## config.mk

```make
export PLATFORM = sky130hd
export DESIGN_NAME = uart_tx_engine
export DESIGN_NICKNAME = d
export VERILOG_FILES = /design/src/rtl/uart_pkg.sv /design/src/rtl/uart_tx_fifo.sv /design/src/rtl/uart_tx_engine.sv
export SDC_FILE = /design/constraint.sdc
export NUM_CORES = 1
export LEC_CHECK = 0
export ABC_AREA = 1
export CAP_MARGIN = 40
export CORE_MARGIN = 4
export CORE_UTILIZATION = 26
export CTS_CLUSTER_DIAMETER = 200
export DETAILED_ROUTE_END_ITERATION = 12
export PLACE_DENSITY_LB_ADDON = 0.15
export SYNTH_ARGS = -nofsm -noshare
export SYNTH_HDL_FRONTEND = slang
export SYNTH_SLANG_ARGS = --single-unit
```

## constraint.sdc

```tcl
create_clock -name clk -period 3.6 [get_ports clk]
set_clock_uncertainty 0.2 [all_clocks]
set_input_delay 0.36 -clock clk [delete_from_list [all_inputs] [get_ports clk]]
set_output_delay 0.36 -clock clk [all_outputs]
set_load 0.01 [all_outputs]
```

## src/rtl/uart_pkg.sv

```systemverilog
// Shared types and constants for the UART transmit engine and its FIFO.
package uart_pkg;

    localparam int unsigned DEF_FIFO_DEPTH = 8;
    localparam int unsigned DEF_DIV_W      = 16;
    localparam int unsigned DATA_W         = 8;

    typedef enum logic [2:0] {
        IDLE   = 3'd0,
        START  = 3'd1,
        DATA   = 3'd2,
        PARITY = 3'd3,
        STOP   = 3'd4
    } tx_state_e;

    typedef enum logic {
        PAR_EVEN = 1'b0,
        PAR_ODD  = 1'b1
    } parity_mode_e;

    function automatic logic parity_bit(input logic [DATA_W-1:0] data, input parity_mode_e mode);
        return (^data) ^ (mode == PAR_ODD);
    endfunction

endpackage

```

## src/rtl/uart_tx_fifo.sv

```systemverilog
// Synchronous transmit FIFO with registered level/ready/empty and show-ahead read data.
module uart_tx_fifo
    import uart_pkg::*;
#(
    parameter  int unsigned DEPTH = DEF_FIFO_DEPTH,
    localparam int unsigned AW    = $clog2(DEPTH),
    localparam int unsigned LVL_W = AW + 1
) (
    input  logic              clk,
    input  logic              rst_n,
    input  logic [DATA_W-1:0] i_wr_data,
    input  logic              i_wr_valid,
    output logic              o_wr_ready,
    input  logic              i_rd_en,
    output logic [DATA_W-1:0] o_rd_data_c,
    output logic              o_empty,
    output logic [LVL_W-1:0]  o_level
);

    logic [DATA_W-1:0] r_mem [DEPTH];
    logic [AW:0]       r_wr_ptr;
    logic [AW:0]       r_rd_ptr;
    logic [LVL_W-1:0]  r_level;
    logic              r_wr_ready;
    logic              r_empty;

    logic              w_push;
    logic              w_pop;
    logic [AW:0]       w_wr_nxt;
    logic [AW:0]       w_rd_nxt;
    logic              w_full_nxt;

    assign w_push = i_wr_valid & r_wr_ready;
    assign w_pop  = i_rd_en & ~r_empty;

    // Pointers carry one extra MSB so equal low bits mean empty (MSB equal) or full (MSB differs).
    assign w_wr_nxt   = r_wr_ptr + (AW+1)'(w_push);
    assign w_rd_nxt   = r_rd_ptr + (AW+1)'(w_pop);
    assign w_full_nxt = (w_wr_nxt[AW] != w_rd_nxt[AW]) && (w_wr_nxt[AW-1:0] == w_rd_nxt[AW-1:0]);

    always_ff @(posedge clk or negedge rst_n) begin
        if (!rst_n) begin
            r_wr_ptr   <= '0;
            r_rd_ptr   <= '0;
            r_level    <= '0;
            r_wr_ready <= 1'b1;
            r_empty    <= 1'b1;
        end else begin
            r_wr_ptr   <= w_wr_nxt;
            r_rd_ptr   <= w_rd_nxt;
            r_level    <= LVL_W'(w_wr_nxt - w_rd_nxt);
            r_wr_ready <= ~w_full_nxt;
            r_empty    <= (w_wr_nxt == w_rd_nxt);
        end
    end

    always_ff @(posedge clk) begin
        if (w_push) begin
            r_mem[r_wr_ptr[AW-1:0]] <= i_wr_data;
        end
    end

    assign o_rd_data_c = r_mem[r_rd_ptr[AW-1:0]];
    assign o_wr_ready  = r_wr_ready;
    assign o_empty     = r_empty;
    assign o_level     = r_level;

endmodule

```

## src/rtl/uart_tx_engine.sv

```systemverilog
// UART transmitter: FIFO-fed framer with per-frame latched baud divisor and parity mode.
module uart_tx_engine
    import uart_pkg::*;
#(
    parameter  int unsigned FIFO_DEPTH = DEF_FIFO_DEPTH,
    parameter  int unsigned DIV_W      = DEF_DIV_W,
    localparam int unsigned LVL_W      = $clog2(FIFO_DEPTH) + 1
) (
    input  logic              clk,
    input  logic              rst_n,
    input  logic [DIV_W-1:0]  div,
    input  logic              parity_en,
    input  logic              parity_odd,
    input  logic [7:0]        wr_data,
    input  logic              wr_valid,
    output logic              wr_ready,
    output logic [LVL_W-1:0]  fifo_level,
    output logic              busy,
    output logic              uart_tx,
    output logic              tx_clk
);

    tx_state_e         r_state;
    logic [DIV_W-1:0]  r_div;
    logic [DIV_W-1:0]  r_baud_cnt;
    logic [2:0]        r_bit_idx;
    logic [7:0]        r_shift;
    logic              r_par_en;
    logic              r_par_bit;
    logic              r_uart_tx;
    logic              r_tx_clk;
    logic              r_busy;

    logic              w_fifo_empty;
    logic [7:0]        w_rd_data;
    logic              w_bit_end;
    logic              w_pop;
    logic              w_tx_bit;
    logic              w_tx_clk;

    uart_tx_fifo #(
        .DEPTH (FIFO_DEPTH)
    ) u_fifo (
        .clk         (clk),
        .rst_n       (rst_n),
        .i_wr_data   (wr_data),
        .i_wr_valid  (wr_valid),
        .o_wr_ready  (wr_ready),
        .i_rd_en     (w_pop),
        .o_rd_data_c (w_rd_data),
        .o_empty     (w_fifo_empty),
        .o_level     (fifo_level)
    );

    assign w_bit_end = (r_baud_cnt == r_div);
    // Pop when idle, or on the last STOP cycle so the next frame follows with no gap.
    assign w_pop     = ~w_fifo_empty & ((r_state == IDLE) || ((r_state == STOP) && w_bit_end));

    always_comb begin
        w_tx_bit = 1'b1;
        case (r_state)
            START:   w_tx_bit = 1'b0;
            DATA:    w_tx_bit = r_shift[0];
            PARITY:  w_tx_bit = r_par_bit;
            default: w_tx_bit = 1'b1;
        endcase
    end

    // High for the first ceil((div+1)/2) cycles of each bit.
    assign w_tx_clk = (r_state != IDLE) && (r_baud_cnt <= (r_div >> 1));

    always_ff @(posedge clk or negedge rst_n) begin
        if (!rst_n) begin
            r_state    <= IDLE;
            r_div      <= '0;
            r_baud_cnt <= '0;
            r_bit_idx  <= '0;
            r_shift    <= '0;
            r_par_en   <= 1'b0;
            r_par_bit  <= 1'b0;
            r_uart_tx  <= 1'b1;
            r_tx_clk   <= 1'b0;
            r_busy     <= 1'b0;
        end else begin
            r_uart_tx <= w_tx_bit;
            r_tx_clk  <= w_tx_clk;
            r_busy    <= (r_state != IDLE);

            if (w_pop) begin
                r_state    <= START;
                r_baud_cnt <= '0;
                r_bit_idx  <= '0;
                r_shift    <= w_rd_data;
                r_div      <= div;
                r_par_en   <= parity_en;
                r_par_bit  <= parity_bit(w_rd_data, parity_mode_e'(parity_odd));
            end else if (r_state != IDLE) begin
                r_baud_cnt <= w_bit_end ? '0 : r_baud_cnt + DIV_W'(1);
                if (w_bit_end) begin
                    case (r_state)
                        START: begin
                            r_state   <= DATA;
                            r_bit_idx <= '0;
                        end
                        DATA: begin
                            r_shift   <= r_shift >> 1;
                            r_bit_idx <= r_bit_idx + 3'd1;
                            if (r_bit_idx == 3'd7) begin
                                r_state <= r_par_en ? PARITY : STOP;
                            end
                        end
                        PARITY:  r_state <= STOP;
                        default: r_state <= IDLE;
                    endcase
                end
            end
        end
    end

    assign uart_tx = r_uart_tx;
    assign tx_clk  = r_tx_clk;
    assign busy    = r_busy;

endmodule

```

==> results of run 1 <==
## power groups by stage
stage / Sequential (W) / Combinational [W] / Clock, W
6_report: 0.00217 / 0.00293 / 0.00170
3_3_place_gp: 0.00220 / 0.00298 / 0
4_1_cts: 0.00217 / 0.00300 / 0.00176
5_1_grt: 0.00221 / 0.00339 / 0.00181
3_5_place_dp: 0.00219 / 0.00297 / 0
2_1_floorplan: 0.00217 / 0.00217 / 0
## cell usage after synthesis (3+ instances only)
cell      number  area [um2]
a21oi_1       13        65.1
buf_2          8        40.0
buf_4          8        60.1
buf_6          4        45.0
dfrtp_1       62        1550
dfstp_2        3        78.8
edfxtp_1      64        1920
ha_1          24         300
inv_1        100         375
inv_2          5        18.8
nand2_1      202         758
nand2_2        4        25.0
nand2_4        3        33.8
nand3_1       52         260
nand4_1        5        31.3
nor2_1        45         169
nor2_2         3        18.8
nor2_4         4        45.0
nor3_1         7        35.0
o211ai_2       6        75.1
o21ai_0       31         155
o21ai_1       11        55.1
or2_2          5        31.3
xnor2_1       17         149
xor2_1        13         114
## final timing paths
check	start	end	slack [ns]	depth (start not counted)
max in group asynchronous	rst_n	u_fifo.o_empty$_DFF_PN1_	2.44	4
min	rst_n	r_par_en$_DFFE_PN0N_	0.18	3
max	r_baud_cnt[2]$_DFFE_PN0N_	u_fifo.o_level[3]$_DFF_PN0_	0.62	15
min reg2reg	u_fifo.r_rd_ptr[3]$_DFF_PN0_	u_fifo.r_rd_ptr[3]$_DFF_PN0_	0.30	1
min in group clk	u_fifo.r_rd_ptr[3]$_DFF_PN0_	u_fifo.r_rd_ptr[3]$_DFF_PN0_	0.30	1
max reg2reg	r_baud_cnt[2]$_DFFE_PN0N_	u_fifo.o_level[3]$_DFF_PN0_	0.62	15
## per-layer routing
layer / share of wire (%) / vias to the layer above / routed length (um)
met4: 1.1 / 0 / 178
met3: 2.2 / 13 / 347
met2: 42 / 52 / 6550
li1: - / 2410 / -
met1: 55 / 2166 / 8490
met5: 0 / - / 0
## cell type report
cell class | count | share of cell area [%]
inverter | 106 | 5.05
clock inverter | 15 | 1.99
tap | 324 | 5.12
multi-input combinational | 463 | 31.4
sequential | 129 | 44.9
timing repair buffer | 51 | 6.20
clock buffer | 17 | 5.38
## sequential cells by signal, indices dropped and copies added, names as in the netlist, 3 cells and up
name	cells
r_baud_cnt	16
r_bit_idx	3
r_div	16
r_shift	8
r_state	3
u_fifo.o_level	4
u_fifo.r_mem	64
u_fifo.r_rd_ptr	4
u_fifo.r_wr_ptr	4
## tightest hold or removal path, stage by stage
cell	delay [ns]
dlygate4sd3_1	0.52
buf_2	0.09
buf_4	0.16
## layout by cell type, fill, tap and decap left out, drive strengths merged, types with 3 or more instances in the layout
cell type and instances:
a21oi 15, buf 15, clkbuf 17, clkdlybuf4s50 35, clkinv 4, clkinvlp 6, dfrtp 62, dfstp 3
edfxtp 64, ha 24, inv 109, nand2 209, nand3 52, nand4 5, nor2 52, nor3 8
o211ai 7, o21ai 44, or2 5, xnor2 17, xor2 13
## cell families after synthesis
family / Yosys count / share of synthesized area [%]
fa+ha+maj: 25 / 4.87
xor+xnor: 30 / 3.99
buf+inv: 127 / 8.33
simple gates: 334 / 21.8
flops: 129 / 54.0
compound gates: 74 / 6.98
## metrics by stage
stage	utilization, %	hold WS [ns]	cell area, um2	instances	total power (W)
finish	32.1	0.183	7910	1105	0.00680
floorplan	-	-0.136	6580	719	0.00434
global placement	29.6	0.288	7290	1071	0.00518
CTS	32.1	0.165	7910	1105	0.00692
detailed placement	29.7	0.0801	7320	1072	0.00516
global route	32.1	0.192	7910	1105	0.00741
==> results.toml, run 1 <==
[status]
outcome = "finished, final reports clean"

[detailed_routing]
routed_wl_um = 15600
wl_per_cell_um = 14.1
dr.first_iter.drc_count = 341
vias_per_cell = 4.20
ant_nets = 0
drt_pass1_iterations = 4
drc = 0
via_count = 4641

[critical_path]
cpMaxStageDelayCell = "dfrtp_1"
start_kind = "register"
critPathCaptureType = "register"
cp.required_ns = 3.74
critPathKind = "reg -> reg"
path_common_cell = "nand2_4"
critPathMaxFanout = 22
crit_family = "simple AND/OR/NAND/NOR gates"
cp.arrival_ns = 3.12
cp_num_buf_inv = 2
crit_chain = "xnor2_1, nand4_1, nor2_2, nand2_4, nand2_4, nand2_4, inv_2, ha_1, ha_1, xor2_1, nor2_1, inv_1, nand2_1, o31ai_1, xnor2_1"
critPathMaxStageDelay_ns = 0.45

[placed_design]
io_buffer_count = 36
dp_slack_ns = 0.633
place.gp.congestion = 0.724
dp_hpwl_um = 10300

[global_route]
grt.busiest_layer = "met1"
use_met2_pct = 16.6
grt_usage_pct = 11.5
overflow = 0
antenna_found_initial = 0
grtUsageMet1_pct = 17.4
grt_pass1_vias = 4573
grt_pass1_wl_um = 25000
grt.met3_usage_pct = 2.16
grt_max_degree = 61

[logic_synthesis]
synth_fp_nets = 773
syn_avg_cell_area_um2 = 9.15
synthArstFlopShare_pct = 50.4
ys_seq_area_share_pct = 54.0
synth_ff_type = "edfxtp_1"
synth_edf_count = 64
yosysUniqueCellTypes = 41
synth-seq-cells = 129
netlist_instances = 719
ys_warn_count = 0
syn_area_um2 = 6580

[clock_tree]
cts_resized = 0
cts_hold_buf = 1
clk_pin_slew_ns = 0.06
max-clock-path-buffers = 2
clk_latency_ns = 0.42
post_cts_buffers = 0
clock-sinks = 129
ctsHtreeMaxLevel = 4
cts_made_buffers = 17
cts_root_buf = "clkbuf_16"
cts_tree = "done"

[power_and_ir_drop]
p_per_area_nw_per_um2 = 860
seqPwrFrac_pct = 31.9
power.switching_w = 0.00280
ir_drop_mv = 0.337
p_sw_share_pct = 41.2
pwr-share-clk_pct = 25.0
leakage_nw = 3.52
internal-power_w = 0.00400
combPwrFrac_pct = 43.1

[floorplan]
fp.dieW_um = 167
start_util_pct = 26.7
floorplan.core_area_um2 = 24600
ios = 37
die_area_um2 = 27900
rows = 57
die_y_um = 167

[min_path]
hp-class = "in -> async"

[job]
drv_cap = 0

[timing]
fin_setup_tns_ns = 0
fin_ws_ns = 0.617
max_freq_ghz = 0.335
min_period_over_period_pct = 82.9
worst_pin_slew_ns = 0.614
slew_violations = 0
relSlewSlack_pct = 59.0
min_period_ns = 2.98
finalHoldViolations = 0
rsz0062_at_grt = "false"
setup_viol = 0

[layout]
regArea_um2 = 3550
fillers = 2587
diodes = 0
multi_input_area_um2 = 2480
syn2layout_area_growth_pct = 20.2
fin_nets = 822
drive_above_1_share_pct = 10.9
Power figures use the tool's default switching activity.
==> run 2: changes to the inputs <==
==> constraint.sdc (replaced) <==
create_clock -name clk -period 2.9 [get_ports clk]
set_clock_uncertainty 0.2 [all_clocks]
set_input_delay 0.29 -clock clk [delete_from_list [all_inputs] [get_ports clk]]
set_output_delay 0.29 -clock clk [all_outputs]
set_load 0.01 [all_outputs]
==> run 2 against run 1 <==
First-iteration DRC count fell by 19%. Hold slack improved by 0.028 ns. Largest cell class unchanged. Global-route usage grew 0.19 points. Flip-flop and latch count is the same.
==> results.toml, run 2 (synthesis results as in run 1) <==
[status]
outcome = "finished, final reports clean"

[detailed_routing]
via_count = 4699
ant_nets = 0
dr.first_iter.drc_count = 275
wl_per_cell_um = 13.7
vias_per_cell = 4.21
drt_pass1_iterations = 4
drc = 0
routed_wl_um = 15300

[timing]
relSlewSlack_pct = 61.7
fin_ws_ns = 0.216
setup_viol = 0
slew_violations = 0
min_period_over_period_pct = 92.5
max_freq_ghz = 0.373
whs_ns = 0.212
min_period_ns = 2.68
finalHoldViolations = 0
worst_pin_slew_ns = 0.574

[layout]
mostFrequentLayoutCell = "nand2_1"
fillers = 2563
final_cells = 1117
drive_above_1_share_pct = 13.4
syn2layout_area_growth_pct = 22.5
design_area_um2 = 8060
diodes = 0
mostFrequentLayoutCells = "201 x nand2_1, 100 x inv_1, 64 x edfxtp_1, 61 x dfrtp_1, 52 x nand3_1"
fin_nets = 834
largest_reg_flops = 64

[critical_path]
path_common_cell = "nand2_4"
critPathMaxFanout = 4
critPathKind = "reg -> reg"
cp_num_buf_inv = 2
critPathMaxStageDelay_ns = 0.41
r2r_start = "r_baud_cnt[15]$_DFFE_PN0N_"
startpoint = "r_baud_cnt[15]$_DFFE_PN0N_"
cp.arrival_ns = 2.83
crit_family = "simple AND/OR/NAND/NOR gates"
cpMaxStageDelayCell = "dfrtp_1"
crit_chain = "xnor2_1, nand4_1, nor2_4, nand2_4, nand2_4, nand2_4, inv_2, ha_1, ha_2, xor2_2, nor2_1, inv_1, nand2_2, o31ai_2, xnor2_1"
critPathCaptureType = "register"
cp.required_ns = 3.04
start_kind = "register"

[floorplan]
rows = 57
start_util_pct = 26.7
floorplan.core_area_um2 = 24600
ios = 37
die_y_um = 167
die_area_um2 = 27900
fp.dieW_um = 167

[power_and_ir_drop]
leakage_nw = 3.61
p_per_area_nw_per_um2 = 1070
seqPwrFrac_pct = 31.2
pwr-share-clk_pct = 25.7
power.switching_w = 0.00349
internal-power_w = 0.00513
total_power_w = 0.00862
combPwrFrac_pct = 43.1
p_sw_share_pct = 40.5
ir_drop_mv = 0.467

[job]
drv_cap = 0

[clock_tree]
max-clock-path-buffers = 2
clock-sinks = 129
clk_latency_ns = 0.42
clk_pin_slew_ns = 0.06
ctsHtreeMaxLevel = 4
cts_made_buffers = 17
cts_tree = "done"
cts_root_buf = "clkbuf_16"

[placed_design]
dp_slack_ns = 0.138
placed_area_um2 = 7360
place_inst = 1079
dp_hpwl_um = 10200
place.gp.congestion = 0.784
io_buffer_count = 36

[global_route]
grt_max_degree = 66
overflow = 0
antenna_found_initial = 0
grt_pass1_vias = 4740
grt_usage_pct = 11.7
grt_pass1_wl_um = 25600

[min_path]
hp-class = "in -> async"
run 2: cell types whose count changed in the layout (fill, tap and decap cells not counted), moves of 3 or more:
cell / before / now
clkinv_4: 1 / 4
buf_4: 13 / 25
xnor2_2: 0 / 3
clkinvlp_4: 6 / 3
xnor2_1: 17 / 14
run 2: power by group through the flow:
stage / clock network, W / logic (W) / registers [W]
after floorplan: 0 / 0.00269 / 0.00269
after global routing: 0.00237 / 0.00434 / 0.00274
after global placement: 0 / 0.00369 / 0.00272
after detailed placement: 0 / 0.00366 / 0.00271
after CTS: 0.00228 / 0.00370 / 0.00269
final: 0.00222 / 0.00371 / 0.00268
run 2: final timing paths:
check / endpoint / slack, ns / cells past startpoint
setup / recovery: u_fifo.o_level[3]$_DFF_PN0_ / 0.22 / 15
hold / removal: r_div[3]$_DFFE_PN0N_ / 0.21 / 3
setup reg to reg: u_fifo.o_level[3]$_DFF_PN0_ / 0.22 / 15
hold reg to reg: r_par_bit$_DFFE_PN0N_ / 0.30 / 2
max in group asynchronous: u_fifo.o_empty$_DFF_PN1_ / 1.94 / 3
min in group clk: r_par_en$_DFFE_PN0N_ / 0.23 / 3
run 2: worst min-delay path, stage by stage:
cell           delay (ns)
dlygate4sd3_1        0.52
buf_2                0.12
buf_12               0.29
run 2: routing by layer:
| layer | track usage, % | up-vias | wire length [um] | part of all wire [%] |
|---|---|---|---|---|
| met4 | 3.91 | 0 | 223 | 1.5 |
| met1 | 16.9 | 2175 | 7970 | 52 |
| met5 | 0 | - | 0 | 0 |
| met2 | 17.4 | 77 | 6600 | 43 |
| li1 | - | 2428 | - | - |
| met3 | 2.54 | 19 | 552 | 3.6 |
run 2: through the flow:
stage               TNS, ns  utilization [%]
floorplan                 0                -
global placement          0             29.9
detailed placement        0             29.9
CTS                       0             32.4
global route        -0.0367             32.8
finish                    0             32.8
run 2: timing repair:
| item | 4_1_cts | 5_1_grt |
|---|---|---|
| endpoints found under the hold margin | 65 | 0 |
| endpoints found under the setup margin | 0 | 1 |
| hold buffers | 1 | 0 |
| gates resized for setup | 0 | 8 |
| buffers inserted | 0 | 5 |
run 2: cell type report:
type                       count  area, um2  share of cell area (%)
sequential                   129       3550                    44.1
multi-input combinational    463       2520                    31.3
timing repair buffer          63        573                    7.11
clock buffer                  17        425                    5.28
tap                          324        405                    5.03
inverter                     106        399                    4.95
clock inverter                15        184                    2.28
==> run 3: changes to the inputs <==
--- a/config.mk
+++ b/config.mk
@@ -5,12 +5,12 @@
 export SDC_FILE = /design/constraint.sdc
 export NUM_CORES = 1
 export LEC_CHECK = 0
-export ABC_AREA = 1
 export CAP_MARGIN = 40
 export CORE_MARGIN = 4
 export CORE_UTILIZATION = 26
 export CTS_CLUSTER_DIAMETER = 200
 export DETAILED_ROUTE_END_ITERATION = 12
+export GPL_TIMING_DRIVEN = 0
 export PLACE_DENSITY_LB_ADDON = 0.15
 export SYNTH_ARGS = -nofsm -noshare
 export SYNTH_HDL_FRONTEND = slang
==> run 3 against run 2 <==
The flow now finishes with violations (setup timing). Via count is 22% lower. Critical path depth decreased by 2. Largest power group is now registers. Clock-buffer cell count unchanged. Critical path type unchanged. Register-to-register slack lost 0.22 ns. Flip-flop and latch count did not move. Synthesized area down 9.8%. Fmax down 7.6%. Clock power down 6%. First-iteration DRC count fell by 33%.
==> results.toml, run 3 <==
[status]
outcome = "finished with violations"
violations = "setup timing"

[floorplan]
start_util_pct = 26.3
ios = 37
die_area_um2 = 25300
rows = 55
die_y_um = 159
fp.dieW_um = 159
floorplan.core_area_um2 = 22600

[min_path]
hp-class = "in -> async"

[global_route]
grt_usage_pct = 11.1
overflow = 0
grt_max_degree = 46
grt_pass1_wl_um = 21900
grt_pass1_vias = 3858
antenna_found_initial = 0

[power_and_ir_drop]
seqPwrFrac_pct = 42.6
p_per_area_nw_per_um2 = 743
leakage_nw = 2.98
internal-power_w = 0.00390
pwr-share-clk_pct = 37.5
p_sw_share_pct = 30.1
ir_drop_mv = 0.367
power.switching_w = 0.00168
combPwrFrac_pct = 19.9

[timing]
fin_ws_ns = -0.00285
relSlewSlack_pct = 60.7
slew_violations = 0
min_period_ns = 2.90
setup_viol = 1
min_period_over_period_pct = 100
worst_pin_slew_ns = 0.587
finalHoldViolations = 0
max_freq_ghz = 0.344
rsz0062_at_grt = "true"

[critical_path]
crit_family = "adder cells"
r2r_start = "r_baud_cnt[12]$_DFFE_PN0N_"
reg2reg_slack_ns = -0.003
crit_chain = "xor2_1, nor4_1, nand4_1, nand2_2, nand2_4, inv_6, ha_4, ha_4, inv_2, ha_4, a21oi_2, maj3_2, xor2_1"
cp.arrival_ns = 2.99
critPathCaptureType = "register"
cp_num_buf_inv = 2
r2r_cells = 13
path_depth = 13
critPathMaxFanout = 5
critPathMaxStageDelay_ns = 0.46
r2r_end = "u_fifo.o_level[3]$_DFF_PN0_"
cp.required_ns = 2.99
start_kind = "register"
cpMaxStageDelayCell = "dfrtp_2"
path_common_cell = "ha_4"
critPathKind = "reg -> reg"

[placed_design]
io_buffer_count = 36
dp_hpwl_um = 9690
place.gp.congestion = 0.776
dp_slack_ns = -0.712
placed_area_um2 = 6810

[logic_synthesis]
yosysMostFrequentCell = "edfxtp_1"
synth_fp_nets = 503
synth_commonest_cells = "64 x edfxtp_1, 62 x dfrtp_1, 41 x nand2_1"
synthArstFlopShare_pct = 50.4
ys_seq_area_share_pct = 59.9
netlist_instances = 449
ys_warn_count = 0
synth-seq-cells = 129
synth_top_area_cell = "edfxtp_1"
synth_edf_count = 64
yosysUniqueCellTypes = 49
synth_top_area_share_pct = 32.4
syn_avg_cell_area_um2 = 13.2
synth_ff_type = "edfxtp_1"
syn_area_um2 = 5930
synthTopCellsByArea = "edfxtp_1 32%, dfrtp_1 26%, ha_1 5.1%"

[detailed_routing]
wl_per_cell_um = 16.4
via_count = 3643
vias_per_cell = 4.45
ant_nets = 0
drt_pass1_iterations = 4
dr.first_iter.drc_count = 183
routed_wl_um = 13500
drc = 0

[layout]
drive_above_1_share_pct = 17.0
diodes = 0
syn2layout_area_growth_pct = 26.6
fin_nets = 575
largest_reg_flops = 64
design_area_um2 = 7510
mostFrequentLayoutCell = "edfxtp_1"
mostFrequentLayoutCells = "64 x edfxtp_1, 60 x dfrtp_1, 39 x nand2_1, 35 x clkdlybuf4s50_1, 28 x inv_1"

[job]
drv_cap = 0

[clock_tree]
max-clock-path-buffers = 2
clk_pin_slew_ns = 0.07
cts_made_buffers = 17
cts_tree = "done"
ctsHtreeMaxLevel = 4
cts_root_buf = "clkbuf_16"
clk_latency_ns = 0.42
clock-sinks = 129
-- run 3: changes by cell type after synthesis, sizes merged, moves of 7 or more --
cell	change
inv	-74
nor2	-26
xor2	+14
buf	-10
nand2b	+7
o21ai	-20
o211ai	-7
mux4	+16
nand3	-41
nand2	-168
mux2i	+10
-- run 3: worst reg2reg max path: cells and delay by family, from the launching register on --
kind            cells  cell delay [ns]
fa+ha+maj           4             0.85
xor+xnor            2             0.32
compound gates      1             0.05
flops               1             0.46
buf+inv             2             0.13
simple gates        4             0.78
-- run 3: kinds of logic (layout without fill, tap and decap cells) --
family                     after synthesis  after routing  synth area share [%]
xor gates and xnor gates                42             42                  6.45
buffers and inverters                   44            129                  3.35
muxes                                   26             26                  8.61
DFF                                    129            129                  59.9
adders and majority gates               26             26                  5.57
and+or+nand+nor                        114            114                  8.86
AOI/OAI and AO/OA                       68             68                  7.28
-- run 3: through the flow --
stage	hold WS [ns]	cells	setup TNS (ns)	power (W)	utilization, %
floorplan	-0.206	449	-0.0677	0.00308	-
global placement	0.280	770	-69.22	0.00345	29.7
detailed placement	0.00703	779	-3.40	0.00353	30.1
CTS	0.105	818	-0.283	0.00566	33.1
global route	0.118	819	-0.447	0.00588	33.3
finish	0.106	819	-0.00285	0.00558	33.3
-- run 3: per-layer routing --
layer  share of wire [%]  track usage, %  wire length, um
met1                  46            14.4             6250
met2                  49            18.1             6590
met3                 3.1            2.93              418
met4                 1.6            3.79              210
met5                   0               0                0
-- run 3: worst max-delay path by stage --
| stage | startpoint | end | slack (ns) |
|---|---|---|---|
| global route | r_baud_cnt[12]$_DFFE_PN0N_ | u_fifo.o_level[3]$_DFF_PN0_ | -0.16 |
| global placement | rst_n | u_fifo.r_wr_ptr[0]$_DFF_PN0_ | -1.03 |
| detailed placement | r_baud_cnt[12]$_DFFE_PN0N_ | u_fifo.o_level[3]$_DFF_PN0_ | -0.71 |
| finish | r_baud_cnt[12]$_DFFE_PN0N_ | u_fifo.o_level[3]$_DFF_PN0_ | -0.003 |
| CTS | r_baud_cnt[1]$_DFFE_PN0N_ | u_fifo.o_level[3]$_DFF_PN0_ | -0.13 |
| floorplan | r_baud_cnt[4]$_DFFE_PN0N_ | u_fifo.o_level[3]$_DFF_PN0_ | -0.07 |
-- run 3: what timing repair did --
item | CTS | global route
pin swaps | 7 | 8
endpoints found under the hold margin | 63 | 0
gates cloned | 0 | 0
setup endpoints to repair | 8 | 26
hold buffers | 1 | 0
gates resized for setup | 9 | 6
setup buffers | 7 | 2
-- run 3: final cells by class --
class,instances,area [um2]
plain buffers,11,72.6
clock buffers,17,425
clock inverters,15,159
fillers,2255,15100
inverters,31,121
multi-input cells,276,2290
flip-flops and latches,129,3550
well taps,285,357
repair buffers,55,527
-- run 3: power groups by stage --
stage	combinational (W)	clock, W	sequential (W)
3_3_place_gp	0.00104	0	0.00241
3_5_place_dp	0.00111	0	0.00242
6_report	0.00111	0.00209	0.00238
4_1_cts	0.00113	0.00215	0.00238
5_1_grt	0.00125	0.00221	0.00241
2_1_floorplan	0.000694	0	0.00238
